[src/rtl/fp_pkg.sv]
// Shared floating-point types for the divide/sqrt datapath.
//   fp_format_e / fp_width() : storage format and its bit width
//   roundmode_e              : IEEE rounding modes handed to fp_rnd
//   uround_res_t             : unrounded result produced by fp_div / fp_sqrt
//   divsqrt_op_e             : operation selector for the issue stage
//   divsqrt_state_e          : issue-stage sequencing states
package fp_pkg;

  typedef enum logic [1:0] {
    FP16 = 2'd0,
    FP32 = 2'd1,
    FP64 = 2'd2
  } fp_format_e;

  typedef enum logic [2:0] {
    RNE = 3'd0,
    RTZ = 3'd1,
    RDN = 3'd2,
    RUP = 3'd3,
    RMM = 3'd4
  } roundmode_e;

  // Mantissa carries the hidden bit plus guard/round; sticky is kept apart so
  // fp_rnd can fold it without re-deriving it from the shifted-out bits.
  typedef struct packed {
    logic        sign;
    logic [9:0]  exp;
    logic [26:0] mant;
    logic        sticky;
    logic        is_nan;
    logic        is_inf;
    logic        is_zero;
  } uround_res_t;

  typedef enum logic {
    OP_DIV  = 1'b0,
    OP_SQRT = 1'b1
  } divsqrt_op_e;

  typedef enum logic [2:0] {
    DS_IDLE  = 3'd0,
    DS_START = 3'd1,
    DS_BLANK = 3'd2,
    DS_BUSY  = 3'd3,
    DS_HOLD  = 3'd4
  } divsqrt_state_e;

  function automatic int unsigned fp_width(fp_format_e fmt);
    case (fmt)
      FP16:    return 16;
      FP64:    return 64;
      default: return 32;
    endcase
  endfunction

endpackage

[src/rtl/fp_divsqrt_issue.sv]
// Issue/sequencing stage in front of the iterative fp_div / fp_sqrt units.
// Accepts one request at a time, latches operands, rounding mode and tag,
// pulses the selected unit's start, waits for its done, captures the
// unrounded result (plus divide-by-zero for DIV) and offers it to fp_rnd.
//   clk_i, reset_i (async, active low), kill_i (sync abort)
//   req_*      : request handshake and payload
//   div_*      : start/operands out, done/result/dz in for fp_div
//   sqrt_*     : start/operand out, done/result in for fp_sqrt
//   unit_rnd_o : latched rounding mode to both units
//   rsp_*      : response handshake and payload towards fp_rnd
//   ops_cnt_o  : completed-operation counter (wraps)
module fp_divsqrt_issue
  import fp_pkg::*;
#(
  parameter fp_format_e  FP_FORMAT = FP32,
  parameter int unsigned TAG_WIDTH = 4,
  localparam int unsigned FP_WIDTH = fp_width(FP_FORMAT)
) (
  input  logic                 clk_i,
  input  logic                 reset_i,
  input  logic                 kill_i,
  input  logic                 req_valid_i,
  output logic                 req_ready_o,
  input  divsqrt_op_e          req_op_i,
  input  logic [FP_WIDTH-1:0]  req_a_i,
  input  logic [FP_WIDTH-1:0]  req_b_i,
  input  roundmode_e           req_rnd_i,
  input  logic [TAG_WIDTH-1:0] req_tag_i,
  output logic                 div_start_o,
  output logic [FP_WIDTH-1:0]  div_a_o,
  output logic [FP_WIDTH-1:0]  div_b_o,
  input  logic                 div_done_i,
  input  uround_res_t          div_urnd_i,
  input  logic                 div_dz_i,
  output logic                 sqrt_start_o,
  output logic [FP_WIDTH-1:0]  sqrt_a_o,
  input  logic                 sqrt_done_i,
  input  uround_res_t          sqrt_urnd_i,
  output roundmode_e           unit_rnd_o,
  output logic                 rsp_valid_o,
  input  logic                 rsp_ready_i,
  output uround_res_t          rsp_urnd_o,
  output roundmode_e           rsp_rnd_o,
  output logic                 rsp_dz_o,
  output logic [TAG_WIDTH-1:0] rsp_tag_o,
  output logic [31:0]          ops_cnt_o
);

  divsqrt_state_e       state_q;
  divsqrt_op_e          op_q;
  logic [FP_WIDTH-1:0]  a_q, b_q;
  roundmode_e           rnd_q;
  logic [TAG_WIDTH-1:0] tag_q;
  logic                 sel_done;
  logic                 req_fire;

  // Ready is low throughout reset. In HOLD a new request may be taken only in
  // the cycle the response leaves, which gives back-to-back issue.
  assign req_ready_o = reset_i & ((state_q == DS_IDLE) |
                                  ((state_q == DS_HOLD) & rsp_ready_i));
  assign req_fire    = req_valid_i & req_ready_o;

  // Only the unit that owns the operation may complete it.
  assign sel_done = (op_q == OP_SQRT) ? sqrt_done_i : div_done_i;

  // Operand/mode latches only load on acceptance, so they are stable from
  // START until the FSM leaves HOLD.
  assign div_a_o    = a_q;
  assign div_b_o    = b_q;
  assign sqrt_a_o   = a_q;
  assign unit_rnd_o = rnd_q;
  assign rsp_rnd_o  = rnd_q;
  assign rsp_tag_o  = tag_q;

  always_ff @(posedge clk_i or negedge reset_i) begin
    if (!reset_i) begin
      state_q      <= DS_IDLE;
      op_q         <= OP_DIV;
      a_q          <= '0;
      b_q          <= '0;
      rnd_q        <= RNE;
      tag_q        <= '0;
      div_start_o  <= 1'b0;
      sqrt_start_o <= 1'b0;
      rsp_valid_o  <= 1'b0;
      rsp_urnd_o   <= '0;
      rsp_dz_o     <= 1'b0;
      ops_cnt_o    <= '0;
    end else begin
      // Start lines are one-cycle pulses; they only rise on acceptance.
      div_start_o  <= 1'b0;
      sqrt_start_o <= 1'b0;
      if (kill_i) begin
        // A pulse already on the start line this cycle still goes out; the
        // unit's later done is dropped because we are no longer in BUSY.
        state_q     <= DS_IDLE;
        rsp_valid_o <= 1'b0;
      end else begin
        unique case (state_q)
          DS_IDLE:  ;
          DS_START: state_q <= DS_BLANK;
          // BLANK masks a done level still high from the previous operation.
          DS_BLANK: state_q <= DS_BUSY;
          DS_BUSY: begin
            if (sel_done) begin
              rsp_urnd_o  <= (op_q == OP_SQRT) ? sqrt_urnd_i : div_urnd_i;
              rsp_dz_o    <= (op_q == OP_DIV) & div_dz_i;
              rsp_valid_o <= 1'b1;
              state_q     <= DS_HOLD;
            end
          end
          DS_HOLD: begin
            if (rsp_ready_i) begin
              rsp_valid_o <= 1'b0;
              ops_cnt_o   <= ops_cnt_o + 32'd1;
              state_q     <= DS_IDLE;
            end
          end
          default: state_q <= DS_IDLE;
        endcase
        // Acceptance overrides the IDLE return above for back-to-back issue.
        if (req_fire) begin
          state_q      <= DS_START;
          op_q         <= req_op_i;
          a_q          <= req_a_i;
          b_q          <= req_b_i;
          rnd_q        <= req_rnd_i;
          tag_q        <= req_tag_i;
          div_start_o  <= (req_op_i == OP_DIV);
          sqrt_start_o <= (req_op_i == OP_SQRT);
        end
      end
    end
  end

endmodule

[config.mk]
export PLATFORM = sky130hd
export DESIGN_NAME = fp_divsqrt_issue
export DESIGN_NICKNAME = d
export VERILOG_FILES = /design/src/rtl/fp_pkg.sv /design/src/rtl/fp_divsqrt_issue.sv
export SDC_FILE = /design/constraint.sdc
export NUM_CORES = 1
export LEC_CHECK = 0
export ABC_AREA = 1
export CAP_MARGIN = 20
export CORE_MARGIN = 5
export CORE_UTILIZATION = 40
export DETAILED_ROUTE_END_ITERATION = 12
export PLACE_DENSITY = 0.79
export REMOVE_ABC_BUFFERS = 1
export SLEW_MARGIN = 20
export SYNTH_ARGS = -nofsm -noshare
export SYNTH_HDL_FRONTEND = slang
export SYNTH_SLANG_ARGS = --single-unit
[constraint.sdc]
create_clock -name clk_i -period 2.8 [get_ports clk_i]
set_input_delay 0.56 -clock clk_i [delete_from_list [all_inputs] [get_ports clk_i]]
set_output_delay 0.56 -clock clk_i [all_outputs]
set_load 0.01 [all_outputs]
==> implementation parameters <==
Parameter                              Value

Status
  Outcome    complete, no violations

Routing
  Detail Route Antenna Nets    0
  Final routed DRC violation total    0
  Number of DRC markers in iteration 0    335
  Vias per inst    4.88
  Vias after detailed routing    6796
  Wire length per cell    16.5 um
  DR pass1 iterations    5
  Routed wire length    22.9 mm

STA
  Worst clock skew    15.0 ps
  Final hold violations    0
  Worst hold slack    246 ps
  Final Critical Period    2430 ps
  Worst slew pin tran    855 ps
  Setup violators final    0
  Setup repair after global routing missed its margin    false
  Fin. max-slew vios    0
  Post-route clock period utilization    86.9%
  Max Freq    0.411 GHz
  Final-layout setup total negative slack    0 ps
  Headroom to the max-slew limit    43.0%

CTS
  Post-CTS sizing    0
  CTS Buf Count    17
  Clock tree from TritonCTS    built
  # hold bufs at CTS    0
  Number of sinks driven by the clock tree    153
  Max clock buf depth    2
  H-tree level count    4
  Clock Pin Slew Worst Setup and Hold Paths    70 ps
  Post-CTS Setup Inserts    0
  Clock latency reported for the late side of the worst-skew pair    420 ps
  Buffer cell driving the clock tree root    clkbuf_16

Worst setup path
  End of the worst register-to-register path    ops_cnt_o[20]
  Critical path arrival    1870 ps
  Kind of end point of the critical path    output port
  Cell with the biggest individual delay on the critical path    clkdlybuf4s50_1
  Crit path launch type    primary input
  Critical Path Most Common Cell    clkdlybuf4s50_1
  R2R Setup Slk    980 ps
  List of cells traversed by the critical path    clkdlybuf4s50_1 > o21ai_2 > nor2_4 > clkdlybuf4s50_1
  Kind of critical path    primary input to output port
  Reg-to-reg startpoint    ops_cnt_o[1]
  Max incr delay on CP    560 ps
  CP Max Fanout    4
  Family with the most delay on the worst path    buffers and inverters
  Number of buffers and inverters on the critical path    2
  Required time of the critical path    2240 ps
  Number of cells traversed by the worst register-to-register path    8

Finish
  Total of fill cells in the finished design    1512
  Sequential Area    3830 um^2
  Synth-to-layout area growth    55.3%
  Multi-input gate area in the final layout    2710 um^2
  Final #Nets    1314
  Fraction of layout instances using a drive strength above 1    4.91%

Floorplan
  Die Outline Area    20700 um^2
  Core area    17800 um^2
  Count of boundary I/O pins    349
  Vertical extent of the die    144 um
  Cell row count    49
  Width of the chip    144 um
  Initial Util    40.3%

Logic synthesis
  Share of synthesized area occupied by flip-flops and latches    53.5%
  Post-Syn Area    7160 um^2
  Instance count of the mapped netlist    850
  Post-synthesis sequential element count    153
  Average size of a mapped cell    8.42 um^2
  Synth cell types    29
  YS warnings    0

GRT
  Number of global-route vias before repair    6548
  Number of antenna violations at the first check in global routing    2
  Global-route wire length before repair    35.1 mm
  Pin count of the biggest net entering global routing    154
  Remaining global-route overflow    0
  Overall fraction of global-route tracks in use    21.7%

Pwr
  Pleak    4.98 nW
  Power per Cell Area    681 nW/um^2
  Tot Pwr    7.57 mW
  Max VDD drop    0.472 mV

Place
  Routability congestion estimate    0.833
  Port bufs    348
  Detailed placer's ending HPWL    16.6 mm

Job
  Max-cap viol count    0

Worst hold path
  HP Class    primary input to asynchronous set/reset pin
[flip-flops by register name (all words and copies together) (netlist names)]
| name | cells |
|---|---|
| op_q | 1 |
| rsp_tag_o | 4 |
| rsp_urnd_o | 42 |
| rsp_dz_o | 1 |
| rsp_valid_o | 1 |
| div_a_o | 32 |
| ops_cnt_o | 32 |
| sqrt_start_o | 1 |
| state_q | 3 |
| div_b_o | 32 |
| rsp_rnd_o | 3 |
| div_start_o | 1 |
[synth_stat cells (all sizes together)]
library cell,count,area [um^2]
nor2,126,510
ha,1,12.5
nand2,281,1060
clkbuf,20,82.6
dfrtp,153,3830
inv,31,119
o21bai,2,15.0
o21ai,78,394
buf,57,425
nand3b,3,22.5
nand4,17,113
xor2,7,61.3
and2,2,12.5
nand3,17,85.1
xnor2,11,96.3
nor3,2,10.0
o31ai,42,315
[layer usage]
metal / GRT usage, % / vias up / wire [um] / part of all wire, %
met5: 0 / - / 0 / 0
met4: 7.83 / 0 / 626 / 2.7
met3: 6.82 / 40 / 1580 / 6.9
met2: 36.4 / 232 / 11700 / 51
met1: 26.5 / 3219 / 9080 / 40
li1: - / 3305 / - / -
[worst reg2reg max path: cells and delay by family, from the launching register on]
| kind | cells | cell delay (ps) |
|---|---|---|
| AO/OA/AOI/OAI | 1 | 180 |
| adder cells (fa/ha/maj) | 1 | 230 |
| AND/OR/NAND/NOR | 6 | 870 |
| flip-flops | 1 | 440 |
[cell type report]
type,instances,share of cell area (%)
tap,229,2.58
clock inverter,11,1.01
inverter,31,1.07
multi-input combinational,589,24.3
antenna,2,0.0450
clock buffer,20,4.20
sequential,153,34.4
timing repair buffer,357,32.3
[report_power, final]
group / total [mW] / switching [mW] / internal (mW)
Combinational: 2.42 / 1.08 / 1.34
Clock: 2.25 / 0.943 / 1.31
Sequential: 2.90 / 0.275 / 2.63
Total: 7.57 / 2.30 / 5.27
[cells in the final DEF, fill, tap and decap left out, drive strengths merged]
cell	netlist	layout
o21ai	78	78
o31ai	42	42
nand4	17	17
nand3	17	17
nand2	281	281
clkdlybuf4s50	0	346
ha	1	1
dfrtp	153	153
and2	2	2
clkinv	0	5
xnor2	11	11
inv	31	35
buf	57	11
xor2	7	7
nor2	126	126
clkinvlp	0	1
diode	0	2
o21bai	2	2
nand3b	3	3
bufinv	0	1
clkbuf	20	20
nor3	2	2
[cells by family (layout without fill, tap and decap cells)]
| logic type | Yosys count | count (layout) | synth area share [%] |
|---|---|---|---|
| xor+xnor | 18 | 18 | 2.20 |
| flops | 153 | 153 | 53.5 |
| compound gates | 122 | 122 | 10.1 |
| buf+inv | 108 | 419 | 8.75 |
| simple gates | 448 | 448 | 25.3 |
| fa+ha+maj | 1 | 1 | 0.175 |
| other cells | 0 | 2 | 0 |
[metrics by stage]
stage,cells,setup slack [ps],util [%],area (um^2)
6_report,1392,366,62.5,11100
5_1_grt,1392,321,62.5,11100
4_1_cts,1390,365,62.5,11100
3_5_place_dp,1359,366,59.3,10500
3_3_place_gp,1359,378,59.3,10500
2_1_floorplan,773,221,-,6650
[worst max-delay path by stage]
stage                     start       endpoint  slack [ps]  depth (start not counted)
floorplan                  op_q  rsp_urnd_o[0]         220                          7
global placement    rsp_ready_i    req_ready_o         380                          4
detailed placement  rsp_ready_i    req_ready_o         370                          4
CTS                 rsp_ready_i    req_ready_o         370                          4
global route        rsp_ready_i    req_ready_o         320                          4
finish              rsp_ready_i    req_ready_o         370                          4
No activity file was read; power rests on OpenSTA's default activity.
